===== src/rtl/vend_dispense_arbiter_if.sv =====
// Handshake bundle between the dispense arbiter, the lane debouncers/money accumulator and the motor drivers.
// With VEND_JAM_DETECT_EN defined the bundle also carries vend_sensor (in) and jam (out).
interface vend_dispense_arbiter_if #(
  parameter int NUM_REQ = 2
);
  logic [NUM_REQ-1:0] req;
  logic [NUM_REQ-1:0] stock_empty;
  logic               credit_ok;
  logic [NUM_REQ-1:0] motor_on;
  logic               credit_clr;
  logic               busy;
  logic               sold_out;
`ifdef VEND_JAM_DETECT_EN
  logic               vend_sensor;
  logic               jam;

  modport master (
    output req, stock_empty, credit_ok, vend_sensor,
    input  motor_on, credit_clr, busy, sold_out, jam
  );
  modport slave (
    input  req, stock_empty, credit_ok, vend_sensor,
    output motor_on, credit_clr, busy, sold_out, jam
  );
`else
  modport master (
    output req, stock_empty, credit_ok,
    input  motor_on, credit_clr, busy, sold_out
  );
  modport slave (
    input  req, stock_empty, credit_ok,
    output motor_on, credit_clr, busy, sold_out
  );
`endif
endinterface


===== src/rtl/vend_dispense_arbiter.sv =====
// Round-robin vend arbiter: latches lane presses, grants one timed motor pulse per credit, then cools down.
// Optional VEND_JAM_DETECT_EN: product-drop sensor ends pulses early; a pulse without it locks into JAM.
module vend_dispense_arbiter #(
  parameter int NUM_REQ      = 2,
  parameter int PULSE_CYCLES = 50000000,
  parameter int GAP_CYCLES   = 25000000
) (
  input logic                    clk,
  input logic                    rst_n,
  vend_dispense_arbiter_if.slave bus
);
  localparam int MAX_CYC = (PULSE_CYCLES > GAP_CYCLES) ? PULSE_CYCLES : GAP_CYCLES;
  localparam int CNT_W   = $clog2(MAX_CYC + 1);
  localparam int PTR_W   = $clog2(NUM_REQ);
  localparam logic [CNT_W-1:0]   PULSE_LAST = CNT_W'(PULSE_CYCLES - 1);
  localparam logic [CNT_W-1:0]   GAP_LAST   = CNT_W'(GAP_CYCLES - 1);
  localparam logic [PTR_W-1:0]   PTR_LAST   = PTR_W'(NUM_REQ - 1);
  localparam logic [NUM_REQ-1:0] ONE        = NUM_REQ'(1);

  typedef enum logic [2:0] {IDLE, DISPENSE, CLEAR, COOLDOWN, JAM} state_t;

  state_t             state_q, state_d;
  logic [NUM_REQ-1:0] pending_q, pending_d;
  logic [NUM_REQ-1:0] req_prev_q, req_prev_d;
  logic [PTR_W-1:0]   rr_ptr_q, rr_ptr_d;
  logic [PTR_W-1:0]   grant_q, grant_d;
  logic [CNT_W-1:0]   cnt_q, cnt_d;
  logic               sold_out_q, sold_out_d;

  logic [NUM_REQ-1:0] rise;
  logic [NUM_REQ-1:0] eligible;
  logic [NUM_REQ-1:0] grant_mask;
  logic [PTR_W-1:0]   winner;
  logic               grant_now;
  logic               sensor_hit;

`ifdef VEND_JAM_DETECT_EN
  assign sensor_hit = bus.vend_sensor;
`else
  assign sensor_hit = 1'b0;
`endif

  // First eligible lane at or after ptr, wrapping past the last lane.
  function automatic logic [PTR_W-1:0] rr_pick(input logic [NUM_REQ-1:0] elig,
                                              input logic [PTR_W-1:0]   ptr);
    logic [PTR_W-1:0]   pick;
    logic [NUM_REQ-1:0] rot;
    logic               found;
    int                 idx;
    pick  = ptr;
    found = 1'b0;
    for (int k = 0; k < NUM_REQ; k++) begin
      idx = (int'(ptr) + k) % NUM_REQ;
      rot = elig >> idx;
      if (!found && rot[0]) begin
        pick  = PTR_W'(idx);
        found = 1'b1;
      end
    end
    return pick;
  endfunction

  always_ff @(posedge clk or negedge rst_n) begin
    if (!rst_n) begin
      state_q    <= IDLE;
      pending_q  <= '0;
      req_prev_q <= '0;
      rr_ptr_q   <= '0;
      grant_q    <= '0;
      cnt_q      <= '0;
      sold_out_q <= 1'b0;
    end else begin
      state_q    <= state_d;
      pending_q  <= pending_d;
      req_prev_q <= req_prev_d;
      rr_ptr_q   <= rr_ptr_d;
      grant_q    <= grant_d;
      cnt_q      <= cnt_d;
      sold_out_q <= sold_out_d;
    end
  end

  always_comb begin
    rise       = bus.req & ~req_prev_q;
    eligible   = pending_q & ~bus.stock_empty;
    winner     = rr_pick(eligible, rr_ptr_q);
    grant_now  = (state_q == IDLE) && (eligible != '0) && bus.credit_ok;
    grant_mask = grant_now ? (ONE << winner) : '0;

    // Capture runs in every state; an empty lane rejects new presses and drops stale ones.
    req_prev_d = bus.req;
    pending_d  = (pending_q | rise) & ~bus.stock_empty & ~grant_mask;
    sold_out_d = |((rise | pending_q) & bus.stock_empty);

    state_d  = state_q;
    rr_ptr_d = rr_ptr_q;
    grant_d  = grant_q;
    cnt_d    = cnt_q;
    case (state_q)
      IDLE: begin
        if (grant_now) begin
          state_d  = DISPENSE;
          grant_d  = winner;
          rr_ptr_d = (winner == PTR_LAST) ? '0 : winner + 1'b1;
          cnt_d    = '0;
        end
      end
      DISPENSE: begin
        if (sensor_hit) begin
          state_d = CLEAR;
          cnt_d   = '0;
        end else if (cnt_q == PULSE_LAST) begin
`ifdef VEND_JAM_DETECT_EN
          state_d = JAM;
`else
          state_d = CLEAR;
`endif
          cnt_d   = '0;
        end else begin
          cnt_d = cnt_q + 1'b1;
        end
      end
      CLEAR: begin
        state_d = COOLDOWN;
        cnt_d   = '0;
      end
      COOLDOWN: begin
        if (cnt_q == GAP_LAST) begin
          state_d = IDLE;
          cnt_d   = '0;
        end else begin
          cnt_d = cnt_q + 1'b1;
        end
      end
      JAM:     state_d = JAM;
      default: state_d = IDLE;
    endcase
  end

  always_comb begin
    bus.motor_on   = '0;
    bus.credit_clr = 1'b0;
    bus.busy       = (state_q != IDLE);
    bus.sold_out   = sold_out_q;
    if (state_q == DISPENSE) bus.motor_on = ONE << grant_q;
    if (state_q == CLEAR)    bus.credit_clr = 1'b1;
`ifdef VEND_JAM_DETECT_EN
    bus.jam = (state_q == JAM);
`endif
  end

endmodule


===== src/flat_wrapper.sv =====
// flat-port wrapper written by rule: the top's interface ports become plain ports
module vend_dispense_arbiter_flat 
#(
  parameter int NUM_REQ      = 2,
  parameter int PULSE_CYCLES = 50000000,
  parameter int GAP_CYCLES   = 25000000
)
  (clk, rst_n, bus_req, bus_stock_empty, bus_credit_ok, bus_motor_on, bus_credit_clr, bus_busy, bus_sold_out);
  vend_dispense_arbiter_if #(.NUM_REQ(NUM_REQ)) bus_i ();
  input logic clk;
  input logic rst_n;
  input wire logic [$bits(bus_i.req)-1:0] bus_req;
  input wire logic [$bits(bus_i.stock_empty)-1:0] bus_stock_empty;
  input wire logic [$bits(bus_i.credit_ok)-1:0] bus_credit_ok;
  output wire logic [$bits(bus_i.motor_on)-1:0] bus_motor_on;
  output wire logic [$bits(bus_i.credit_clr)-1:0] bus_credit_clr;
  output wire logic [$bits(bus_i.busy)-1:0] bus_busy;
  output wire logic [$bits(bus_i.sold_out)-1:0] bus_sold_out;
  assign bus_i.req = bus_req;
  assign bus_i.stock_empty = bus_stock_empty;
  assign bus_i.credit_ok = bus_credit_ok;
  assign bus_motor_on = bus_i.motor_on;
  assign bus_credit_clr = bus_i.credit_clr;
  assign bus_busy = bus_i.busy;
  assign bus_sold_out = bus_i.sold_out;
  vend_dispense_arbiter #(.NUM_REQ(NUM_REQ), .PULSE_CYCLES(PULSE_CYCLES), .GAP_CYCLES(GAP_CYCLES)) u_core (.clk(clk), .rst_n(rst_n), .bus(bus_i));
endmodule

===== config.mk =====
export PLATFORM = sky130hd
export DESIGN_NAME = vend_dispense_arbiter_flat
export DESIGN_NICKNAME = d
export VERILOG_FILES = /design/src/rtl/vend_dispense_arbiter_if.sv /design/src/rtl/vend_dispense_arbiter.sv /design/src/flat_wrapper.sv
export SDC_FILE = /design/constraint.sdc
export NUM_CORES = 1
export LEC_CHECK = 0
export BUFFER_PORTS_ARGS = -buffer_cell sky130_fd_sc_hd__buf_2
export CORE_MARGIN = 2
export CORE_UTILIZATION = 64
export DETAILED_ROUTE_END_ITERATION = 6
export MAX_ROUTING_LAYER = met4
export PLACE_DENSITY = 0.83
export SLEW_MARGIN = 40
export SYNTH_ARGS = -nofsm -noshare
export SYNTH_HDL_FRONTEND = slang
export SYNTH_SLANG_ARGS = --single-unit

===== constraint.sdc =====
create_clock -name clk -period 4.3 [get_ports clk]
set_clock_uncertainty 0.1 [all_clocks]
set_input_delay 0.215 -clock clk [delete_from_list [all_inputs] [get_ports clk]]
set_output_delay 0.215 -clock clk [all_outputs]
set_load 0.005 [all_outputs]

; Word-level counts from Yosys, hierarchy flattened
; Index checks and enable logic that the tools add are counted.
[totals]
n_memories = 0
output_inout_bits = 5
regBits = 36
rom_bits = 0
wordCells = 59
latchBits = 0
ramBits = 0
[op_classes]
magnitude_cmp = 0
n_mux = 14
eq_ne = 9
bitwise_logic = 10
reduce_logical = 12
addsub = 3
n_shift = 4
n_div = 0
mul = 0
[op_table]
columns = operator, n
row1 = 26-bit one-hot mux with 4 select lines, 1
row2 = 26-bit 2-to-1 mux, 3
row3 = 2-bit by 32-bit right shift with 1-bit output, 1
row4 = "26-bit by 1-bit adder with 26-bit output, second input constant", 1
row5 = "26-bit by 25-bit == test with 1-bit output, second input constant", 1
row6 = "26-bit == test, second input constant", 1
row7 = 3-bit one-hot mux with 5 select lines, 1
row8 = 2-bit AND, 5
row9 = 3-bit 2-to-1 mux, 3
row10 = "3-bit by 2-bit == test with 1-bit output, second input constant", 2
row11 = "2-bit by 1-bit inequality test with 1-bit output, second input constant", 3
row12 = 2-bit inverter, 3
row13 = 1-bit 2-to-1 mux, 4
row14 = 2-bit 2-to-1 mux, 2
row15 = 2-bit AND reduction, 2
row16 = 4-bit nonzero test, 1
row17 = "1-bit by 1-bit left shift with 2-bit output, first input constant", 2
row18 = "3-bit by 1-bit == test with 1-bit output, second input constant", 1
row19 = "3-bit == test, second input constant", 1
row20 = 1-bit logical AND, 3
row21 = 3-bit zero test, 1
row22 = 3-bit AND reduction, 1
row23 = 3-bit nonzero test, 1
row24 = "1-bit adder, second input constant", 2
row25 = other kinds (6), 6

; Logic depth before layout (Yosys ltp)
[logic_depth]
depth_word = 11
ltp_mapped = 8

; Worst setup path after synthesis
; Ideal clock, no wire load.
[synth_timing]
path_type = reg-to-reg
from = reg u_core.cnt_q[0]
to = reg u_core.cnt_q[1]
arrival_time_ns = 1.805
stages_incl_launch_ff = 8
t_required_ns = 4.079
slack_ns = 2.274
path_cell_list = dfrtp_1 -> ha_1 -> nand4_1 -> or4_4 -> o32ai_4 -> nor2_2 -> buf_6 -> a22o_1
[synth_via]
elab_chain_len = 3
elab_cells_between_ends = 6
[synth_lines]
columns = element, line_no
row1 = from (decl), vend_dispense_arbiter.sv:27  ; logic [CNT_W-1:0] cnt_q, cnt_d;
row2 = from (signal assigned), vend_dispense_arbiter.sv:78  ; cnt_q <= cnt_d;
row3 = 26-bit by 1-bit adder with 26-bit output (tied with other cells), "vend_dispense_arbiter.sv:120, vend_dispense_arbiter.sv:132"
row4 = 26-bit 2-to-1 mux (on tied branches), "vend_dispense_arbiter.sv:128, vend_dispense_arbiter.sv:112"
row5 = 26-bit one-hot mux with 4 select lines *, vend_dispense_arbiter.sv:99  ; case (state_q)
; Mark *: on every way between the ends. The rest lies on a longest branch, timed or not.
; A chain may end at the register's enable or synchronous reset.

; Worst setup path in the final report
[layout_timing]
from = in bus_stock_empty[1]
to = reg u_core.cnt_q[11]
[layout_via]
elab_chain_len = 7
[layout_lines]
columns = element, line_no
row1 = from (decl), flat_wrapper.sv:13  ; input wire logic [$bits(bus_i.stock_empty)-1:0] bus_stock_empty;
row2 = 2-bit inverter, vend_dispense_arbiter.sv:85  ; eligible = pending_q & ~bus.stock_empty;
row3 = 2-bit AND, vend_dispense_arbiter.sv:85
row4 = 2-bit nonzero test, vend_dispense_arbiter.sv:87  ; grant_now = (state_q == IDLE) && (eligible != '0) && bus.credit_ok;
row5 = 1-bit logical AND (2 in series), vend_dispense_arbiter.sv:87
row6 = 2-bit by 1-bit inequality test with 1-bit output (no line), --
row7 = 2-bit AND reduction (no line), --
; Every way passes these cells.

==> reports/qor.txt <==
Total GRT Usage: 0.295
Overflow after GRT: 0
WL/cell: 16.4 um
Final instance area: 2170 um2
Slew margin rel.: 0.529
Maxcap violations: 0
Core area: 3000 um2
Critical-path cell list: dlygate4sd3_1, buf_2, nor2b_1, o21ai_1, a21oi_1, buf_4, o21a_2, a31o_2, a21oi_1
FMAX: 0.427 GHz
Multi-input logic area: 1020 um2
Setup CP Type: input pin to flop
Clk buf depth: 2
Crit. Startpoint: bus_stock_empty[1]
Placed insts: 258
I/O Pins: 12
Register area: 901 um2
Switching Share: 0.210
Vias per inst: 6.51
NetSw: 118 uW
Root cell of the clock tree: clkbuf_4
Number of synthesized flops with an enable pin: 0
Register area share after synthesis: 0.452
Dominant cells by area after synthesis: dfrtp_1 45%, nor2_1 5.1%, nand2_1 4.9%, xor2_1 3.1%, a31oi_1 2.8%
CP startpoint kind: input pin
Overall Power: 560 uW
Residual DRC: 0
Die area: 3580 um2
Drt total wl: 4430 um
Crit-path slowest cell: o21ai_1
Comb pwr share: 0.037
Avg Cell Area, Syn: 9.02 um2
Post-DP HPWL: 3180 um
Clock transition at the registers of the reported paths: 0.10 ns
PortBufs: 11
Crit path capture type: flop
Delay-heaviest family, CP: compound AO/OA/AOI/OAI gates
Final min period: 2.34 ns
Placed cell areas: 2050 um2
RD Place Congestion: 0.929
Largest net degree at the start of global routing: 37
Reg2Reg Depth: 7
Yosys warning count: 0
Synthesized cell area: 1990 um2
Ys flop type: dfrtp_1
Die span in x: 59.8 um
Final Non-Filler Cells: 270
Initial Utilization: 0.664
Setup TNS Final: 0 ns
CTS tree: done
Internal Power: 442 uW
WP buf/inv: 3
Num CTS Buffers: 5
Reg2reg end: u_core.cnt_q[16]
Die height: 59.8 um
Synth cell types: 49
Worst reg2reg startpoint: u_core.cnt_q[0]
FP Rows: 20
Worst-margin pin slew: 0.702 ns
DRT Pass-1 Iters: 4
Fraction of registers with async set/reset: 1.00
CP dominant cell by count: a21oi_1
Post-synthesis cell count: 221
Worst stage delay on the critical path: 0.57 ns
Area grow syn2layout: 8.98%
Cell taking the most area after synthesis: dfrtp_1
Number of global-route vias before repair: 1678
Crit path required time: 4.47 ns
N_diodes: 0
First-pass GRT wire length: 7670 um
RSZ-0062 raised after global routing: false
Final Hold Fails: 0
Worst-path fanout max: 15
Post-CTS sizing: 0
Mapped Nets: 229
Initial DRC Count: 131
Sequential Power Share: 0.611
Share of cells above drive strength 1: 0.118
R2r setup slk: 1.99 ns
Flops & latches, synth: 36
Max IR drop VDD: 0.000167 V
H-Tree Level Count: 2
P_leak: 0.969 nW
Fin nets: 245
Fin. max-slew vios: 0
Clock latency at the later pin of the worst-skew pair: 0.34 ns
CTS sink cnt: 36
Area fraction of the dominant cell type after synthesis: 0.452
Critical Path AT: 2.51 ns
Worst min path class: input pin to asynchronous set/reset pin
Status: complete, no violations
Initial antenna violation count: 0
Clock power share: 0.351
DRT antenna net count: 0
Final count of negative-setup-slack endpoints: 0
Period utilization: 0.544
Power density cells: 258 nW/um2
Fillcell total: 241
DR vias: 1758
routing by layer:
metal,GRT usage,wire [um],vias to the layer above
met5,-,0,-
met4,0.0952,74,0
met3,0.0736,297,10
met2,0.463,2150,73
met1,0.376,1910,844
li1,-,-,831
cell families after synthesis:
group / synth area share
fa+ha+maj: 0.00628
xor+xnor: 0.0483
simple gates: 0.313
buf+inv: 0.0345
flops: 0.452
compound gates: 0.146
how the worst max path moves through the flow:
| stage | cells after the start | end | slack, ns |
|---|---|---|---|
| 5_1_grt | 9 | u_core.cnt_q[11] | 1.78 |
| 2_1_floorplan | 7 | u_core.cnt_q[1] | 2.27 |
| 6_report | 9 | u_core.cnt_q[11] | 1.96 |
| 3_3_place_gp | 7 | u_core.cnt_q[11] | 2.09 |
| 3_5_place_dp | 7 | u_core.cnt_q[11] | 2.00 |
| 4_1_cts | 7 | u_core.cnt_q[11] | 2.00 |
per-stage QoR:
| step | setup slack [ns] | util | hold WS, ns |
|---|---|---|---|
| after floorplan | 2.27 | - | -0.181 |
| after global placement | 2.09 | 0.684 | 0.217 |
| after detailed placement | 2.00 | 0.684 | 0.234 |
| after CTS | 2.00 | 0.723 | 0.401 |
| after global routing | 1.78 | 0.723 | 0.294 |
| final | 1.96 | 0.723 | 0.259 |
cell usage in the layout (no fill, tap or decap), drive strengths merged, types with 2 or more instances in the layout:
cell type    count
a211oi           2
a21o             2
a21oi            8
a31oi            9
and3             9
and4             4
buf             12
clkbuf           7
dfrtp           36
dlygate4sd3      5
inv              7
nand2           26
nand2b           3
nand3           11
nand4            9
nand4bb          2
nor2            28
nor2b            2
nor3             7
nor3b            3
nor4             2
nor4b            2
o21ai            8
o22ai            2
o32ai            2
or3              2
or4              2
xnor2            4
xor2             7
sequential cells by signal, summed over array words and instances, names as in the netlist:
name and count:
u_core.req_prev_q 2, u_core.state_q 3, u_core.cnt_q 26, u_core.grant_q 1
u_core.rr_ptr_q 1, u_core.bus.sold_out 1, u_core.pending_q 2
synthesized netlist by cell type (3+ instances only):
master and n:
nand2b_1 3, nor3_1 7, and3_1 9, nor3b_1 3
nand3_1 11, nand4_1 9, nand2_1 26, xnor2_1 4
xor2_1 7, a21oi_1 8, a31oi_1 9, and4_1 4
nor2_1 27, dfrtp_1 36, clkbuf_1 5, inv_1 7
o21ai_0 7
power groups by stage:
stage / sequential (mW) / combinational [mW] / clock (mW)
final: 0.342 / 0.0208 / 0.197
after global routing: 0.343 / 0.0240 / 0.218
after CTS: 0.342 / 0.0210 / 0.201
after detailed placement: 0.349 / 0.0174 / 0
after global placement: 0.349 / 0.0165 / 0
after floorplan: 0.349 / 0.00511 / 0
what timing repair did:
| action | CTS | global route |
|---|---|---|
| hold buffers | 5 | 0 |
| setup buffers | 0 | 0 |
| endpoints found under the hold margin | 40 | 0 |
final cells by class:
cell class | instances | share of cell area
Multi-Input combinational cell | 170 | 0.471
Sequential cell | 36 | 0.415
Timing Repair Buffer | 17 | 0.0530
Clock buffer | 7 | 0.0300
Tap cell | 33 | 0.0190
Inverter | 7 | 0.0121
Note: power is estimated with default switching activity, not from simulation.
